--- src/rtl/checksum_verifier_pkg.sv ---
// checksum_verifier_pkg: shared FSM states, good-checksum constant and end-around-carry add
// No ports. Package checksum_pkg is used by the verifier, its accumulator and the generator.
package checksum_pkg;
  typedef enum logic [2:0] {IDLE, SKIP, SUM, DRAIN, FOLD, REPORT} cs_state_t;
  localparam logic [15:0] CS_GOOD = 16'hFFFF;
  function automatic logic [15:0] cs_add(input logic [15:0] sum16, input logic [15:0] word16);
    logic [16:0] s;
    s = {1'b0, sum16} + {1'b0, word16};
    return s[15:0] + {15'd0, s[16]};
  endfunction
endpackage

--- src/rtl/checksum_verifier_if.sv ---
// checksum_verifier_if: byte stream, region config and result bundle of the checksum verifier
// master: drives cfg_* and s_axis_t{data,valid,last}, observes tready and result_*
// slave:  the verifier side
interface checksum_verifier_if #(
  parameter int C_OFFSET_WIDTH = 11,
  parameter int C_LENGTH_WIDTH = 11
);
  logic [C_OFFSET_WIDTH-1:0] cfg_offset;
  logic [C_LENGTH_WIDTH-1:0] cfg_length;
  logic [7:0]                s_axis_tdata;
  logic                      s_axis_tvalid;
  logic                      s_axis_tlast;
  logic                      s_axis_tready;
  logic                      result_valid;
  logic                      result_ok;
  logic                      result_short;
  logic [15:0]               result_sum;
  modport master (
    output cfg_offset, cfg_length, s_axis_tdata, s_axis_tvalid, s_axis_tlast,
    input  s_axis_tready, result_valid, result_ok, result_short, result_sum
  );
  modport slave (
    input  cfg_offset, cfg_length, s_axis_tdata, s_axis_tvalid, s_axis_tlast,
    output s_axis_tready, result_valid, result_ok, result_short, result_sum
  );
endinterface

--- src/rtl/checksum_verifier_accumulator.sv ---
// checksum_accumulator: 16-bit ones'-complement accumulator with clear, add-word and hold
// Ports: clk, rst_n (async active-low), clr_i (clear, wins over add), add_i, word_i, sum_o.
module checksum_accumulator
  import checksum_pkg::*;
(
  input  logic        clk,
  input  logic        rst_n,
  input  logic        clr_i,
  input  logic        add_i,
  input  logic [15:0] word_i,
  output logic [15:0] sum_o
);
  logic [15:0] sum_q, sum_d;
  always_comb sum_d = clr_i ? 16'h0000 : add_i ? cs_add(sum_q, word_i) : sum_q;
  always_ff @(posedge clk or negedge rst_n)
    if (!rst_n) sum_q <= '0;
    else sum_q <= sum_d;
  assign sum_o = sum_q;
endmodule

--- src/rtl/checksum_verifier.sv ---
// checksum_verifier: checks the 16-bit ones'-complement checksum over a byte region of each frame
// Ports: clk, rst_n (async active-low), s (checksum_verifier_if.slave: cfg, 8-bit stream, result pulse).
// Optional macro CHECKSUM_VERIFIER_ERR_COUNT_EN adds err_count_clr (in) and err_count (out, 32 bit).
module checksum_verifier
  import checksum_pkg::*;
#(
  parameter int C_OFFSET_WIDTH = 11,
  parameter int C_LENGTH_WIDTH = 11
) (
  input logic clk,
  input logic rst_n,
  checksum_verifier_if.slave s
`ifdef CHECKSUM_VERIFIER_ERR_COUNT_EN
  ,
  input  logic        err_count_clr,
  output logic [31:0] err_count
`endif
);
  localparam int OW = C_OFFSET_WIDTH;
  localparam int LW = C_LENGTH_WIDTH;
  localparam int EW = C_OFFSET_WIDTH + 1;
  cs_state_t   state_q, state_d;
  logic [OW-1:0] off_q, off_d, cnt_q, cnt_d, idx;
  logic [LW-1:0] len_q, len_d;
  logic [EW-1:0] end_w;
  logic [7:0]  pend_q, pend_d;
  logic        pend_v_q, pend_v_d, pv;
  logic        fold_q, fold_d, short_q, short_d, nochk_q, nochk_d;
  logic        beat, first, active, in_reg, last_reg, len_nz;
  logic [15:0] acc_sum, final_sum, sum_q;
  logic        rdy_q, rv_q, ok_q, sh_q;
  // A new frame may start while the previous result is still folding/reporting;
  // the result path reads the pre-edge accumulator, so the restart cannot disturb it.
  always_comb begin
    beat      = s.s_axis_tvalid;
    first     = beat && (state_q == IDLE || state_q == FOLD || state_q == REPORT);
    active    = first || (beat && (state_q == SKIP || state_q == SUM));
    off_d     = first ? s.cfg_offset : off_q;
    len_d     = first ? s.cfg_length : len_q;
    idx       = first ? '0 : cnt_q;
    len_nz    = len_d != '0;
    end_w     = EW'(off_d) + EW'(len_d);
    in_reg    = active && len_nz && idx >= off_d;
    last_reg  = in_reg && (EW'(idx) + EW'(1) == end_w);
    pv        = pend_v_q && !first;
    pend_v_d  = in_reg ? !pv : pv;
    pend_d    = (in_reg && !pv) ? s.s_axis_tdata : pend_q;
    cnt_d     = beat ? (&idx ? idx : idx + OW'(1)) : cnt_q;
    fold_d    = active && (last_reg || s.s_axis_tlast);
    short_d   = len_nz && !last_reg;
    nochk_d   = !len_nz;
    state_d   = active ? (last_reg ? (s.s_axis_tlast ? FOLD : DRAIN) : s.s_axis_tlast ? FOLD : in_reg ? SUM : SKIP)
              : state_q == DRAIN  ? ((beat && s.s_axis_tlast) ? IDLE : DRAIN)
              : state_q == FOLD   ? REPORT
              : state_q == REPORT ? IDLE : state_q;
    // an odd region leaves its last byte pending as the high byte of a zero-padded word
    final_sum = pend_v_q ? cs_add(acc_sum, {pend_q, 8'h00}) : acc_sum;
  end
  checksum_accumulator u_acc (
    .clk   (clk),
    .rst_n (rst_n),
    .clr_i (first),
    .add_i (in_reg && pv),
    .word_i({pend_q, s.s_axis_tdata}),
    .sum_o (acc_sum)
  );
  always_ff @(posedge clk or negedge rst_n) begin
    if (!rst_n) begin
      state_q  <= IDLE;
      off_q    <= '0;
      len_q    <= '0;
      cnt_q    <= '0;
      pend_q   <= '0;
      pend_v_q <= 1'b0;
      fold_q   <= 1'b0;
      short_q  <= 1'b0;
      nochk_q  <= 1'b0;
      rdy_q    <= 1'b0;
      rv_q     <= 1'b0;
      ok_q     <= 1'b0;
      sh_q     <= 1'b0;
      sum_q    <= '0;
    end else begin
      state_q  <= state_d;
      off_q    <= off_d;
      len_q    <= len_d;
      cnt_q    <= cnt_d;
      pend_q   <= pend_d;
      pend_v_q <= pend_v_d;
      fold_q   <= fold_d;
      short_q  <= short_d;
      nochk_q  <= nochk_d;
      rdy_q    <= 1'b1;
      rv_q     <= fold_q;
      if (fold_q) begin
        sum_q <= nochk_q ? CS_GOOD : final_sum;
        ok_q  <= nochk_q || (!short_q && final_sum == CS_GOOD);
        sh_q  <= short_q;
      end
    end
  end
  assign s.s_axis_tready = rdy_q;
  assign s.result_valid  = rv_q;
  assign s.result_ok     = ok_q;
  assign s.result_short  = sh_q;
  assign s.result_sum    = sum_q;
`ifdef CHECKSUM_VERIFIER_ERR_COUNT_EN
  logic [31:0] err_q;
  always_ff @(posedge clk or negedge rst_n)
    if (!rst_n) err_q <= '0;
    else if (err_count_clr) err_q <= '0;
    else if (rv_q && !ok_q && !(&err_q)) err_q <= err_q + 32'd1;
  assign err_count = err_q;
`endif
endmodule

--- src/flat_wrapper.sv ---
// flat-port wrapper written by rule: the top's interface ports become plain ports
module checksum_verifier_flat import checksum_pkg::*;
#(
  parameter int C_OFFSET_WIDTH = 11,
  parameter int C_LENGTH_WIDTH = 11
)
  (clk, rst_n, s_cfg_offset, s_cfg_length, s_s_axis_tdata, s_s_axis_tvalid, s_s_axis_tlast, s_s_axis_tready, s_result_valid, s_result_ok, s_result_short, s_result_sum);
  checksum_verifier_if #(.C_OFFSET_WIDTH(C_OFFSET_WIDTH), .C_LENGTH_WIDTH(C_LENGTH_WIDTH)) s_i ();
  input logic clk;
  input logic rst_n;
  input wire logic [$bits(s_i.cfg_offset)-1:0] s_cfg_offset;
  input wire logic [$bits(s_i.cfg_length)-1:0] s_cfg_length;
  input wire logic [$bits(s_i.s_axis_tdata)-1:0] s_s_axis_tdata;
  input wire logic [$bits(s_i.s_axis_tvalid)-1:0] s_s_axis_tvalid;
  input wire logic [$bits(s_i.s_axis_tlast)-1:0] s_s_axis_tlast;
  output wire logic [$bits(s_i.s_axis_tready)-1:0] s_s_axis_tready;
  output wire logic [$bits(s_i.result_valid)-1:0] s_result_valid;
  output wire logic [$bits(s_i.result_ok)-1:0] s_result_ok;
  output wire logic [$bits(s_i.result_short)-1:0] s_result_short;
  output wire logic [$bits(s_i.result_sum)-1:0] s_result_sum;
  assign s_i.cfg_offset = s_cfg_offset;
  assign s_i.cfg_length = s_cfg_length;
  assign s_i.s_axis_tdata = s_s_axis_tdata;
  assign s_i.s_axis_tvalid = s_s_axis_tvalid;
  assign s_i.s_axis_tlast = s_s_axis_tlast;
  assign s_s_axis_tready = s_i.s_axis_tready;
  assign s_result_valid = s_i.result_valid;
  assign s_result_ok = s_i.result_ok;
  assign s_result_short = s_i.result_short;
  assign s_result_sum = s_i.result_sum;
  checksum_verifier #(.C_OFFSET_WIDTH(C_OFFSET_WIDTH), .C_LENGTH_WIDTH(C_LENGTH_WIDTH)) u_core (.clk(clk), .rst_n(rst_n), .s(s_i));
endmodule
--- config.mk ---
export PLATFORM = sky130hd
export DESIGN_NAME = checksum_verifier_flat
export DESIGN_NICKNAME = d
export VERILOG_FILES = /design/src/rtl/checksum_verifier_pkg.sv /design/src/rtl/checksum_verifier_if.sv /design/src/rtl/checksum_verifier_accumulator.sv /design/src/rtl/checksum_verifier.sv /design/src/flat_wrapper.sv
export SDC_FILE = /design/constraint.sdc
export NUM_CORES = 1
export LEC_CHECK = 0
export CORE_ASPECT_RATIO = 1.1
export CORE_MARGIN = 5
export CORE_UTILIZATION = 45
export CTS_BUF_LIST = sky130_fd_sc_hd__clkbuf_4
export DETAILED_ROUTE_END_ITERATION = 7
export GPL_ROUTABILITY_DRIVEN = 0
export PLACE_DENSITY = 0.67
export REMOVE_ABC_BUFFERS = 1
export SLEW_MARGIN = 40
export SYNTH_ARGS = -nofsm -noshare
export SYNTH_HDL_FRONTEND = slang
export SYNTH_SLANG_ARGS = --single-unit
--- constraint.sdc ---
create_clock -name clk -period 4.5 [get_ports clk]
set_clock_uncertainty 0.15 [all_clocks]
set_input_delay 0.9 -clock clk [delete_from_list [all_inputs] [get_ports clk]]
set_output_delay 0.9 -clock clk [all_outputs]
set_load 0.02 [all_outputs]
==> results of run 1 <==
## area by class of cell
class,instances,share of cell area
clock buffers,10,0.00933
clock inverters,6,0.00591
inverters,32,0.0149
multi-input cells,589,0.505
flip-flops and latches,84,0.261
well taps,188,0.0292
repair buffers,165,0.174
## placed cells by master, fill, tap and decap left out, drive strengths merged, types with 11 or more instances in the layout
| cell | Yosys | layout |
|---|---|---|
| a21oi | 44 | 44 |
| buf | 8 | 113 |
| clkdlybuf4s50 | 0 | 51 |
| dfrtp | 84 | 84 |
| ha | 42 | 42 |
| inv | 32 | 34 |
| mux2 | 11 | 11 |
| mux2i | 15 | 15 |
| nand2 | 110 | 110 |
| nand3 | 13 | 13 |
| nand4 | 16 | 16 |
| nor2 | 60 | 60 |
| nor3 | 14 | 14 |
| nor4 | 14 | 14 |
| o21ai | 44 | 44 |
| xnor2 | 48 | 48 |
| xor2 | 26 | 26 |
## final timing paths
path | start | to | slack, ps | cells after the start
min in group clk | u_core.s.result_sum[15]$_DFFE_PN0P_ | u_core.s.result_sum[15]$_DFFE_PN0P_ | 370 | 1
max in group asynchronous | rst_n | u_core.len_q[3]$_DFF_PN0_ | 3000 | 2
worst max-delay path | s_s_axis_tvalid | u_core.fold_q$_DFF_PN0_ | 80 | 16
worst min register to register | u_core.s.result_sum[15]$_DFFE_PN0P_ | u_core.s.result_sum[15]$_DFFE_PN0P_ | 370 | 1
worst max register to register | u_core.state_q[0]$_DFFE_PN0P_ | u_core.fold_q$_DFF_PN0_ | 170 | 14
worst min-delay path | rst_n | u_core.u_acc.sum_o[14]$_DFFE_PN0P_ | 320 | 1
## kinds of logic after synthesis
kind of cell	share of synthesized area
flip-flops	0.333
AO/OA/AOI/OAI	0.156
adder cells (fa/ha/maj)	0.104
multiplexers	0.0435
XOR/XNOR	0.110
other	0.000595
AND/OR/NAND/NOR	0.214
buffers and inverters	0.0387
## flip-flops by register name (all words and copies together) (netlist names), 3 cells and up
| signal | cells |
|---|---|
| u_core.pend_q | 8 |
| u_core.off_q | 11 |
| u_core.state_q | 3 |
| u_core.u_acc.sum_o | 16 |
| u_core.len_q | 11 |
| u_core.cnt_q | 11 |
| u_core.s.result_sum | 16 |
## power by group through the flow
stage | Clock [mW] | Sequential, mW | Combinational [mW]
6_report | 0.421 | 1.19 | 2.94
5_1_grt | 0.457 | 1.22 | 3.20
3_5_place_dp | 0 | 1.19 | 2.81
4_1_cts | 0.430 | 1.18 | 2.87
2_1_floorplan | 0 | 1.21 | 1.65
3_3_place_gp | 0 | 1.19 | 2.73
## through the flow
step	setup WS, ps	utilization	hold slack, ps
4_1_cts	52.8	0.578	319
2_1_floorplan	-962	-	310
3_5_place_dp	-966	0.563	342
5_1_grt	-9.96	0.583	361
3_3_place_gp	-804	0.563	333
6_report	84.0	0.583	317
## layer usage
metal | vias to the layer above | track usage
met5 | - | 0
met4 | 0 | 0.0797
met3 | 35 | 0.0278
met2 | 179 | 0.381
met1 | 2831 | 0.293
li1 | 2884 | -
## repair_timing
| action | in CTS | in global routing |
|---|---|---|
| endpoints found under the setup margin | 26 | 26 |
| gates resized for setup | 17 | 14 |
| setup buffers | 2 | 4 |
| pin swaps | 5 | 14 |
==> flow_summary.ini, run 1 <==
[yosys]
synthesis.yosys.warnings = 0
ys_types = 70
yosysMostFrequentCell = sky130_fd_sc_hd__nand2_1
netlist_top_cells_area = sky130_fd_sc_hd__dfrtp_1 (33%), sky130_fd_sc_hd__ha_1 (8.3%), sky130_fd_sc_hd__xnor2_1 (6.7%)
postSynth.topFlopCell = sky130_fd_sc_hd__dfrtp_1
postSynthRegisterBits = 84
synth_sequential_area_ratio = 0.333
synthesis.area_per_instance_um2 = 8.60
synth_enable_flop_cells = 0
syn-cell-area_um2 = 6300
synth_top_area_frac = 0.333
synth_top_cell_by_area = sky130_fd_sc_hd__dfrtp_1
postSynth.asyncResetShare = 1.00
synth.top_cells.by_count = sky130_fd_sc_hd__nand2_1 (110), sky130_fd_sc_hd__dfrtp_1 (84), sky130_fd_sc_hd__nor2_1 (58)
synth_cells = 733

[routing]
avgViaCountPerCell = 5.52
detailedRoute.firstPassIterationCount = 5
wl_per_cell_um = 16.8
top_signal_layer_used = met4
routed-via-count = 5929
wl_met1_um = 8130
detailed_route_wl_um = 18000
met2_length_um = 8730
drt_iter0_markers = 421
route.antenna.remaining_nets = 0
route.detailed.drc = 0
wl_met3_um = 723

[power_and_ir_drop]
fin_total_pwr_mw = 4.55
p_leak_nw = 3.68
p_comb_frac = 0.646
internal-power_mw = 2.54
power.density_nw_per_um2 = 565
irDropWorstVdd_v = 0.000350
power.share.switching = 0.441
clockPowerShare = 0.092
p_switching_mw = 2.01
seqPwrFrac = 0.261

[grt]
grt_first_pass_wirelength_um = 29600
grt_overflow = 0
grt_max_degree = 56
grt_use_total = 0.225
antenna_found_initial = 0
grt_pass1_vias = 5953

[clocking]
holdBufCountCts = 0
clock_insertion_delay_worst_skew_ps = 470
clk_pin_slew_ps = 160
clock_sink_count = 84
clock_path_buffers = 2
cts_root_buffer = sky130_fd_sc_hd__clkbuf_4
cts_max_level = 3
cts-buffers-inserted = 9
cts_tree = built

[finish]
n_antenna_cell = 0
multi_input_area_um2 = 4070
nets_finish = 960
fraction_of_layout_instances_using_a_drive_strength_above_1 = 0.199
synthToLayoutAreaGrowth_pct = 27.7
layout.cell_area.non_filler_um2 = 8050
register_area_um2 = 2100
fillers = 1220
final-instance-count-excl-fill = 1074

[timing]
worst_slew_margin_rel = 0.494
hold_viol = 0
endpoints_failing_setup = 0
pin_slew_with_the_least_headroom_to_its_limit_ps = 757
maxClockFrequency_mhz = 226
finalMaxSlewViolations = 0
finalCriticalPeriod_ps = 4420
post-route-period-util = 0.981
final.setup.tns_ps = 0

[setup_path]
timing.critical_path.slowest_cell_delay_ps = 550
crit_required_ps = 4780
cp_cell_instances = clkdlybuf4s15_1 -> buf_6 -> nand2b_4 -> nor2_4 -> nand2_1 -> nand2_2 -> ha_1 -> a21o_1 -> maj3_1 -> a32o_2 -> nor2_4 -> xnor3_1 -> or4_4 -> or4_4 -> nor4_4 -> a31o_1
kind_of_critical_path = input pin to flip-flop
critPathLaunchType = input pin
worst-endpoint-arrival_ps = 4700
crit_path_buf_inv_count = 2
kind_of_capture_point_of_the_worst_setup_path = flip-flop
critPathTopFamily = simple AND/OR/NAND/NOR gates
crit_slowest_cell = sky130_fd_sc_hd__or4_4
crit_path_max_fanout = 6

[place]
detailed_place_hpwl_um = 14000
dpl-instance-area_um2 = 7770
buffer_ports.inserted = 53
placedCellCount = 1052

[hold_path]
min-delay-path-class = input pin to async pin

[floorplanning]
chipWidth_um = 123
num_io_pins = 54
core-area_um2 = 13800
floorplan.rows = 45
die_height_um = 134
floorplan.die_area_um2 = 16500
initial_core_util = 0.457

[status]
result_of_the_run = finished clean

[run]
timing.max_cap.violations = 0
No activity file was read; power rests on OpenSTA's default activity.
==> inputs of run 2 (changes only) <==
--- a/config.mk
+++ b/config.mk
@@ -17,3 +17,4 @@
 export SYNTH_ARGS = -nofsm -noshare
 export SYNTH_HDL_FRONTEND = slang
 export SYNTH_SLANG_ARGS = --single-unit
+export TNS_END_PERCENT = 1
==> flow_summary.ini, run 2 (synthesis results as in run 1) <==
[setup_path]
timing.critical_path.slowest_cell_delay_ps = 550
kind_of_critical_path = input pin to flip-flop
crit_path_max_fanout = 6
kind_of_capture_point_of_the_worst_setup_path = flip-flop
crit_slowest_cell = sky130_fd_sc_hd__or4_4
critPathLaunchType = input pin
worst-endpoint-arrival_ps = 4690
crit_required_ps = 4770
cp_cell_instances = clkdlybuf4s15_1 -> buf_6 -> nand2b_4 -> nor2_4 -> nand2_1 -> nand2_2 -> ha_1 -> a21o_1 -> maj3_1 -> a32o_2 -> nor2_4 -> xnor3_1 -> or4_4 -> or4_4 -> nor4_4 -> a31o_1

[grt]
grt_pass1_vias = 5941
antenna_found_initial = 0
grt_max_degree = 56
grt_use_total = 0.224
grt_overflow = 0
grt_first_pass_wirelength_um = 29600

[routing]
wl_per_cell_um = 16.8
drt_iter0_markers = 476
route.antenna.remaining_nets = 0
avgViaCountPerCell = 5.53
routed-via-count = 5935
detailed_route_wl_um = 18100
detailedRoute.firstPassIterationCount = 5
route.detailed.drc = 0

[power_and_ir_drop]
p_leak_nw = 3.68
fin_total_pwr_mw = 4.55
power.density_nw_per_um2 = 565
irDropWorstVdd_v = 0.000347

[finish]
fraction_of_layout_instances_using_a_drive_strength_above_1 = 0.198
most_common_library_cell_in_the_layout_ignoring_fill_and_taps = sky130_fd_sc_hd__buf_4
nets_finish = 960
n_antenna_cell = 0
synthToLayoutAreaGrowth_pct = 27.6
layout.cell_area.non_filler_um2 = 8040
layout.cells.most_common_list = sky130_fd_sc_hd__buf_4 (109), sky130_fd_sc_hd__nand2_1 (107), sky130_fd_sc_hd__dfrtp_1 (82)

[floorplanning]
floorplan.die_area_um2 = 16500
die_height_um = 134
initial_core_util = 0.457
num_io_pins = 54
floorplan.rows = 45
core-area_um2 = 13800
chipWidth_um = 123

[clocking]
cts_root_buffer = sky130_fd_sc_hd__clkbuf_4
clock_sink_count = 84
cts_tree = built
holdBufCountCts = 0
cts_max_level = 3
clk_pin_slew_ps = 160
clock_path_buffers = 2
clock_insertion_delay_worst_skew_ps = 470
cts-buffers-inserted = 9

[run]
timing.max_cap.violations = 0

[status]
result_of_the_run = finished clean

[timing]
worst_slew_margin_rel = 0.490
hold_viol = 0
finalCriticalPeriod_ps = 4420
endpoints_failing_setup = 0
pin_slew_with_the_least_headroom_to_its_limit_ps = 764
post-route-period-util = 0.983
rsz0062_at_grt = true
finalMaxSlewViolations = 0
final.setup.tns_ps = 0
maxClockFrequency_mhz = 226

[place]
detailed_place_hpwl_um = 14000
dpl-instance-area_um2 = 7770
buffer_ports.inserted = 53

[hold_path]
min-delay-path-class = input pin to async pin
-- run 2: cell types whose count changed in the layout (fill, tap and decap cells not counted) --
cell | before | now
sky130_fd_sc_hd__nor3_2 | 1 | 0
sky130_fd_sc_hd__nor3_1 | 13 | 14
-- run 2: layout make-up --
type	count	area, um2
clock buffers	10	75.1
repair buffers	165	1400
multi-input cells	589	4060
well taps	188	235
inverters	32	120
flip-flops and latches	84	2100
fillers	1220	5750
clock inverters	6	47.5
-- run 2: metrics by stage --
| stage | hold slack (ps) | utilization | cells | setup WS (ps) |
|---|---|---|---|---|
| 2_1_floorplan | 310 | - | 705 | -962 |
| 3_3_place_gp | 333 | 0.563 | 1052 | -804 |
| 3_5_place_dp | 342 | 0.563 | 1052 | -966 |
| 4_1_cts | 319 | 0.578 | 1069 | 22.7 |
| 5_1_grt | 356 | 0.583 | 1074 | -12.2 |
| 6_report | 312 | 0.583 | 1074 | 78.3 |
-- run 2: power by group --
part	leakage, nW	total [mW]	internal (mW)	switching (mW)
logic	2.56	2.94	1.44	1.50
registers	1.06	1.19	0.983	0.206
clock network	0.0557	0.417	0.123	0.294
total	3.68	4.55	2.54	2.00
-- run 2: layer usage --
metal	part of all wire	vias up	wire length, um	GRT usage
li1	-	2885	-	-
met1	0.44	2819	8020	0.293
met2	0.48	191	8730	0.380
met3	0.046	40	833	0.0278
met4	0.026	0	475	0.0797
met5	0	-	0	0
-- run 2: worst paths after layout --
kind / start / endpoint / cells after the start / slack, ps
min: rst_n / u_core.s.result_sum[14]$_DFFE_PN0P_ / 1 / 310
max reg2reg: u_core.state_q[0]$_DFFE_PN0P_ / u_core.fold_q$_DFF_PN0_ / 14 / 170
max: s_s_axis_tvalid / u_core.fold_q$_DFF_PN0_ / 16 / 80
max in group asynchronous: rst_n / u_core.len_q[3]$_DFF_PN0_ / 2 / 3010
min in group clk: u_core.s.result_sum[15]$_DFFE_PN0P_ / u_core.s.result_sum[15]$_DFFE_PN0P_ / 1 / 370
min reg2reg: u_core.s.result_sum[15]$_DFFE_PN0P_ / u_core.s.result_sum[15]$_DFFE_PN0P_ / 1 / 370
-- run 2: repair_timing --
action	4_1_cts	5_1_grt
pin swaps	5	9
setup buffers	1	5
gates resized for setup	17	13
endpoints found under the setup margin	26	26
-- run 2: worst max-delay path, delay by kind of cell --
family	cells	cell delay, ps
XOR/XNOR	1	300
AND/OR/NAND/NOR	8	1900
buffers and inverters	2	360
adder cells (fa/ha/maj)	2	610
AO/OA/AOI/OAI	3	620
